[config.mk]
export PLATFORM = sky130hd
export DESIGN_NAME = imem_patch_ctrl
export DESIGN_NICKNAME = d
export VERILOG_FILES = /design/src/rtl/imem_patch_ctrl.sv
export SDC_FILE = /design/constraint.sdc
export NUM_CORES = 1
export LEC_CHECK = 0
export ABC_AREA = 1
export BUFFER_PORTS_ARGS = -buffer_cell sky130_fd_sc_hd__buf_4
export CAP_MARGIN = 30
export CORE_ASPECT_RATIO = 1.5
export CORE_MARGIN = 2
export CORE_UTILIZATION = 40
export CTS_CLUSTER_SIZE = 28
export DETAILED_ROUTE_END_ITERATION = 12
export GPL_TIMING_DRIVEN = 1
export PLACE_DENSITY_LB_ADDON = 0.1
export SETUP_SLACK_MARGIN = 0.2
export SYNTH_ARGS = -nofsm -noshare
export SYNTH_HDL_FRONTEND = slang
export SYNTH_SLANG_ARGS = --single-unit
[constraint.sdc]
create_clock -name CLK -period 2.7 [get_ports CLK]
set_clock_uncertainty 0.1 [all_clocks]
set_input_delay 0.54 -clock CLK [delete_from_list [all_inputs] [get_ports CLK]]
set_output_delay 0.54 -clock CLK [all_outputs]
set_load 0.01 [all_outputs]
[src/rtl/imem_patch_ctrl.sv]
// imem_patch_ctrl
//   Buffers keyboard patch codes and applies them to the instruction memory
//   only while the CPU fetch address sits at a safe point outside the patched
//   loop. Each patch drives WriteEnable high for HOLD_CYCLES clocks with a
//   stable keyboard value. The memory samples on the falling clock edge.
//
//   Optional feature: define KEY_DEDUP_EN to drop an accepted code that
//   repeats the previously accepted code. The handshake still completes.
//
// Ports
//   CLK, RESET_N   rising-edge clock, asynchronous active-low reset
//   key_valid/key_code/key_ready   6-bit key code input handshake
//   pc             current CPU fetch address
//   WriteEnable    patch strobe to the instruction memory
//   keyboard       patch data to the instruction memory
//   busy           high whenever the sequencer is not idle
//   overflow       sticky; a code was offered while key_ready was low
module imem_patch_ctrl #(
  parameter int          FIFO_DEPTH  = 4,
  parameter int          HOLD_CYCLES = 2,
  parameter logic [31:0] SAFE_PC     = 32'h0000_0050
) (
  input  logic        CLK,
  input  logic        RESET_N,
  input  logic        key_valid,
  input  logic [5:0]  key_code,
  output logic        key_ready,
  input  logic [31:0] pc,
  output logic        WriteEnable,
  output logic [5:0]  keyboard,
  output logic        busy,
  output logic        overflow
);
  localparam int PW = $clog2(FIFO_DEPTH);
  localparam int CW = PW + 1;
  localparam int HW = (HOLD_CYCLES > 1) ? $clog2(HOLD_CYCLES) : 1;

  typedef enum logic [1:0] {IDLE, WAIT_SAFE, WRITE, SETTLE} state_t;

  state_t        state, state_nx;
  logic [5:0]    mem [FIFO_DEPTH];
  logic [PW-1:0] wr_ptr, rd_ptr;
  logic [CW-1:0] count;
  logic [HW-1:0] hcnt;
  logic          full, empty, pop, accept, push, load;

  assign full  = (count == CW'(FIFO_DEPTH));
  assign empty = (count == '0);
  // The head leaves the FIFO in the last WRITE cycle.
  assign pop   = (state == WRITE) && (hcnt == '0);
  // A slot frees up in the pop cycle, so a full FIFO may still take a code
  // then. pop depends only on registered state, so there is no comb loop.
  assign key_ready = !full || pop;
  assign accept    = key_valid && key_ready;

`ifdef KEY_DEDUP_EN
  logic [5:0] last_code;
  assign push = accept && (key_code != last_code);
  always_ff @(posedge CLK or negedge RESET_N) begin
    if (!RESET_N)    last_code <= 6'h3F;
    else if (accept) last_code <= key_code;
  end
`else
  assign push = accept;
`endif

  // Storage needs no reset; the pointers and count define what is valid.
  always_ff @(posedge CLK) begin
    if (push) mem[wr_ptr] <= key_code;
  end

  always_ff @(posedge CLK or negedge RESET_N) begin
    if (!RESET_N) begin
      wr_ptr <= '0;
      rd_ptr <= '0;
      count  <= '0;
    end else begin
      if (push) wr_ptr <= wr_ptr + 1'b1;
      if (pop)  rd_ptr <= rd_ptr + 1'b1;
      case ({push, pop})
        2'b10:   count <= count + 1'b1;
        2'b01:   count <= count - 1'b1;
        default: ;
      endcase
    end
  end

  always_comb begin
    state_nx = state;
    load     = 1'b0;
    case (state)
      IDLE:      if (!empty) state_nx = WAIT_SAFE;
      WAIT_SAFE: if (pc == SAFE_PC) begin
                   state_nx = WRITE;
                   load     = 1'b1;
                 end
      WRITE:     if (hcnt == '0) state_nx = SETTLE;
      SETTLE:    state_nx = IDLE;
      default:   state_nx = IDLE;
    endcase
  end

  always_ff @(posedge CLK or negedge RESET_N) begin
    if (!RESET_N) begin
      state    <= IDLE;
      keyboard <= 6'd0;
      hcnt     <= '0;
      overflow <= 1'b0;
    end else begin
      state <= state_nx;
      // keyboard only changes on entry to WRITE and stays stable for every
      // falling edge on which the memory samples it.
      if (load) begin
        keyboard <= mem[rd_ptr];
        hcnt     <= HW'(HOLD_CYCLES - 1);
      end else if ((state == WRITE) && (hcnt != '0)) begin
        hcnt <= hcnt - 1'b1;
      end
      if (key_valid && !key_ready) overflow <= 1'b1;
    end
  end

  // WriteEnable comes straight from the state register, so it is glitch-free
  // and drops as soon as reset is asserted.
  assign WriteEnable = (state == WRITE);
  assign busy        = (state != IDLE);

endmodule

==> results of run 1 <==
-- cells in the final DEF (no fill, tap or decap), drive strengths merged --
cell,count
dfrtp,17
a21oi,1
bufinv,1
or2,2
a32oi,1
nand2,53
edfxtp,24
o21bai,1
dlygate4sd3,1
nand3,11
nor2,41
buf,50
clkinvlp,1
inv,46
clkbuf,5
nand4,8
fa,1
o21ai,20
clkinv,1
ha,8
xor2,3
-- metal layers --
layer  part of all wire [%]  wire (um)  global-route usage, %
met1                     40       1624                  16.60
met2                     52       2101                  26.32
met3                    5.8        236                  4.573
met4                    2.3         94                  7.609
met5                      0          0                      0
-- power breakdown --
group | internal, mW | total [mW] | switching (mW)
sequential | 0.781 | 0.838 | 0.0569
clock | 0.277 | 0.498 | 0.222
combinational | 0.150 | 0.356 | 0.206
total | 1.21 | 1.69 | 0.485
-- cell type report --
| cell class | instances | area (um2) | area share, % |
|---|---|---|---|
| Sequential cell | 41 | 1146 | 42.49 |
| Inverter | 46 | 175.2 | 6.493 |
| Clock buffer | 5 | 68.82 | 2.551 |
| Timing Repair Buffer | 51 | 385.4 | 14.29 |
| Clock inverter | 3 | 46.29 | 1.716 |
| Tap cell | 68 | 85.08 | 3.154 |
| Multi-Input combinational cell | 150 | 790.8 | 29.31 |
-- registers in the layout (all words and copies together), names as in the netlist --
register and flops:
wr_ptr 2, hcnt 1, keyboard 6, rd_ptr 2, overflow 1, count 3
state 2, mem 24
-- kinds of logic (layout without fill, tap and decap cells) --
kind of cell	Yosys count	in the layout
compound gates	23	23
xor+xnor	3	3
fa+ha+maj	9	9
buf+inv	50	105
flops	41	41
simple gates	115	115
-- per-stage QoR --
stage          hold WS [ps]  setup slack (ps)  total power, mW  std cells
2_1_floorplan         144.4             707.3            1.083        241
3_3_place_gp          319.6             687.8            1.211        355
3_5_place_dp          321.8             644.5            1.216        355
4_1_cts               333.0             628.1            1.715        364
5_1_grt               330.5             477.7            1.807        364
6_report              341.6             637.1            1.692        364
-- worst paths after layout --
kind	start	to	slack (ps)	cells past startpoint
worst min register to register	keyboard[5]	keyboard[5]	380	2
worst max-delay path	state[0]	count[2]	640	10
worst max register to register	state[0]	count[2]	640	10
max in group asynchronous	RESET_N	state[0]	1770	2
min in group asynchronous	RESET_N	overflow	540	2
worst min-delay path	key_code[5]	mem[0][5]	340	1
-- what timing repair did --
| item | in CTS | in global routing |
|---|---|---|
| endpoints found under the hold margin | 4 | 0 |
| gates resized for setup | 0 | 0 |
| hold buffers | 1 | 0 |
| setup buffers | 0 | 0 |
==> results.toml, run 1 <==
[global_route]
grt-ovfl-total = 0
antenna_found_initial = 0
grt_pass1_wl_um = 6886
gr-usage-all-layers_pct = 15.16
grt_pass1_vias = 1619
grt_max_degree = 18

[place]
gp_congestion = 0.7338
dpl.hpwl_um = 3205
port_buffers = 50
post_dp_cell_area_mm2 = 0.002572

[finish]
final_area_mm2 = 0.002698
antennaDiodeCount = 0
final_util_pct = 52.64
drive_gt1_share_pct = 23.99
n_fill_cell = 513
area_growth_pct = 26.60
finalNetCount = 345

[logic_synthesis]
yosysTopAreaCellShare_pct = 33.82
synth-compound-area-share_pct = 5.696
synthTopCellsByArea = "edfxtp_1, dfrtp_1, nand2_1"
synth-seq-area-share_pct = 53.79
synthMuxAreaShare_pct = 0
synth_xor_area_share_pct = 1.233
yosys.area_share.simple_pct = 24.54
synth_seq_cells = 41
synth_fa_ha_area_share_pct = 5.637
yosysTopAreaCell = "edfxtp_1"
synth_edf_count = 24
avgSynthCellArea_um2 = 8.841
ys_types = 24
netlist_top_cells_count = "nand2_1, inv_1, nor2_1, edfxtp_1, o21ai_0"
synth_warnings = 0
synth_top_family_by_area = "simple AND/OR/NAND/NOR gates"
synth-main-ff-cell = "edfxtp_1"
synth_fp_nets = 291
synthCells = 241
synth_area_mm2 = 0.002131
async_reset_ff_share_pct = 41.46
yosysMostFrequentCell = "nand2_1"

[clock_network]
htree_levels = 2
clk_path_buf_depth = 2
clkLatencyLatePin_ps = 300
clock-sinks = 41
tritoncts = "built"
path_clk_slew_ps = 80
cts_buffers = 5
clockRootBuffer = "clkbuf_8"

[worst_setup_path]
cp_top_family = "simple AND/OR/NAND/NOR gates"
cp_slowest_cell = "fa_1"
max_stage_delay_ps = 390
critPathCaptureType = "flop"
cp_cell_sequence = "inv_1, ha_1, nand2_4, nor2_1, fa_1, or2_2, nand2_1, nand2_1, nand2_1, inv_1"
cp.required_ps = 2800
start_kind = "flop"
path_buf_inv = 2
cp_data_arrival_time_ps = 2160
criticalPathCategory = "reg2reg"
worstPathMaxFanout = 6
timing.critical_path.mode_cell = "nand2_1"

[timing]
fin_crit_sh_pct = 76.40
setup_viol = 0
slew_headroom_pct = 64.34
hold_violations = 0
maxClockFrequency_mhz = 484.8
tightest_slew_ps = 532.9
fin_setup_tns_ps = 0
fin_crit_ps = 2063
maxSlewViolCount = 0
rsz0062_at_grt = "false"

[power_and_ir_drop]
leakagePower_nw = 1.321
ir_worst_vdd_uv = 460.8
powerDensity_mw_per_mm2 = 627.4

[die]
start_util_pct = 41.58
fp.dieH_um = 93.39
die_area_mm2 = 0.005939
rows = 32
coreArea_mm2 = 0.005125
die_x_um = 63.59
num_io_pins = 51

[routing]
drtPass1Iterations = 4
vias = 1675
detail_route.vias_per_cell = 4.602
wl_um = 4056
drt_iter0_markers = 39
antenna_left = 0
wl_per_cell_um = 11.14
drc = 0

[run]
maxCapViolations = 0

[worst_hold_path]
worstHoldPathType = "in2reg"

[outcome]
status = "finished, final reports clean"
Power figures use the tool's default switching activity.
==> run 2: changes to the inputs <==
clock period = 2.1 ns   (was 2.7 ns; I/O delays follow)
==> run 2 against run 1 <==
Cell area increased by 1.8%. Total power increased by 22%. Count of clock-buffer cells in the layout unchanged. Sequential share of layout area decreased by 0.75 points. First-iteration DRC count increased by 100%. Final cell count increased by 2.2%. Routed wire length increased by 1.7%. Die area unchanged.
==> results.toml, run 2 (synthesized netlist as in run 1, its figures left out) <==
[outcome]
status = "finished, final reports clean"

[finish]
drive_gt1_share_pct = 27.30
final_common_cell = "buf_4"
regMostFlops = "mem"
area_growth_pct = 28.89
antennaDiodeCount = 0
finalNetCount = 353
layout_common_cells = "buf_4, nand2_1, inv_1"
reg_top3 = "mem: 24 flops, keyboard: 6 flops, count: 3 flops"
largest_reg_flops = 24
final-instance-count-excl-fill = 372
n_fill_cell = 494

[global_route]
gr-usage-all-layers_pct = 14.97
grt-ovfl-total = 0
grt_pass1_wl_um = 6941
grt_pass1_vias = 1584
antenna_found_initial = 0
grt_max_degree = 18

[die]
start_util_pct = 41.58
rows = 32
num_io_pins = 51
fp.dieH_um = 93.39
die_area_mm2 = 0.005939
coreArea_mm2 = 0.005125
die_x_um = 63.59

[worst_hold_path]
holdPathStages = 1
worstHoldPathType = "in2reg"

[timing]
fin_crit_ps = 1797
fin_crit_sh_pct = 85.57
hold_violations = 0
maxSlewViolCount = 0
slew_headroom_pct = 71.25
tightest_slew_ps = 431.3
whs_ps = 231.3
fin_setup_tns_ps = 0
maxClockFrequency_mhz = 556.5
rsz0062_at_grt = "false"
setup_viol = 0

[place]
dpl.hpwl_um = 3142
port_buffers = 50
gp_congestion = 0.7259
dp_cells = 359

[power_and_ir_drop]
powerDensity_mw_per_mm2 = 753.7
leakagePower_nw = 1.341
ir_worst_vdd_uv = 473.9

[clock_network]
cts_buffers = 5
clock-sinks = 41
clkLatencyLatePin_ps = 290
clockRootBuffer = "clkbuf_8"
path_clk_slew_ps = 80
clk_path_buf_depth = 2
htree_levels = 2
tritoncts = "built"

[routing]
wl_per_cell_um = 11.08
wl_um = 4123
drtPass1Iterations = 4
detail_route.vias_per_cell = 4.481
antenna_left = 0
drc = 0
vias = 1667
drt_iter0_markers = 78

[run]
maxCapViolations = 0

[worst_setup_path]
criticalPathCategory = "reg2reg"
start_kind = "flop"
cp.required_ps = 2190
r2r_cells = 9
cp_data_arrival_time_ps = 1890
critPathCaptureType = "flop"
worstPathMaxFanout = 6
run 2: changes by cell type in the layout (fill, tap and decap cells not counted), sizes merged:
cell,before,now
bufinv,1,0
clkinv,1,2
buf,50,58
run 2: worst max-delay path, cell delays in order, from the launching register on:
cell and delay, ps:
dfrtp_1 420, ha_4 200, nand2_4 80, nor2_2 60, fa_2 340, or2_2 310, nand2_1 70, nand2_1 40
nand2_1 50, inv_1 40
run 2: final cells by class:
type / count / area, um2 / share of cell area, %
clock inverters: 3 / 17.52 / 0.6378
flip-flops and latches: 41 / 1146 / 41.73
repair buffers: 59 / 445.4 / 16.22
well taps: 68 / 85.08 / 3.098
inverters: 46 / 175.2 / 6.378
multi-input cells: 150 / 808.3 / 29.43
clock buffers: 5 / 68.82 / 2.506
run 2: metrics by stage:
step	power [mW]	area, um2	setup slack (ps)	utilization, %
after detailed placement	1.592	2615	152.0	51.03
final	2.070	2746	303.0	53.59
after global routing	2.227	2746	213.8	53.59
after CTS	2.103	2721	223.3	53.10
after floorplan	1.392	2143	226.6	-
after global placement	1.589	2615	190.2	51.03
run 2: worst paths after layout:
path	start	end	slack, ps
max	state[1]	count[2]	300
min reg2reg	overflow	overflow	380
max reg2reg	state[1]	count[2]	300
max in group asynchronous	RESET_N	rd_ptr[1]	1280
min	key_code[2]	mem[2][2]	230
min in group asynchronous	RESET_N	count[2]	430
run 2: power by group:
| part | switching [mW] | internal, mW |
|---|---|---|
| sequential | 0.0763 | 1.00 |
| combinational | 0.272 | 0.222 |
| clock | 0.267 | 0.229 |
run 2: routing by layer:
metal	part of all wire, %	up-vias	track usage [%]
met1	41	747	17.28
li1	-	881	-
met5	0	-	0
met2	53	34	26.40
met3	4.9	5	3.610
met4	1.6	0	5.978
run 2: repair_timing:
item                                   4_1_cts  5_1_grt
buffers inserted                             1        3
endpoints found under the hold margin       17        0
setup endpoints to repair                    1        2
pin swaps                                    0        1
gates resized for setup                      1        2
hold buffers                                 1        0
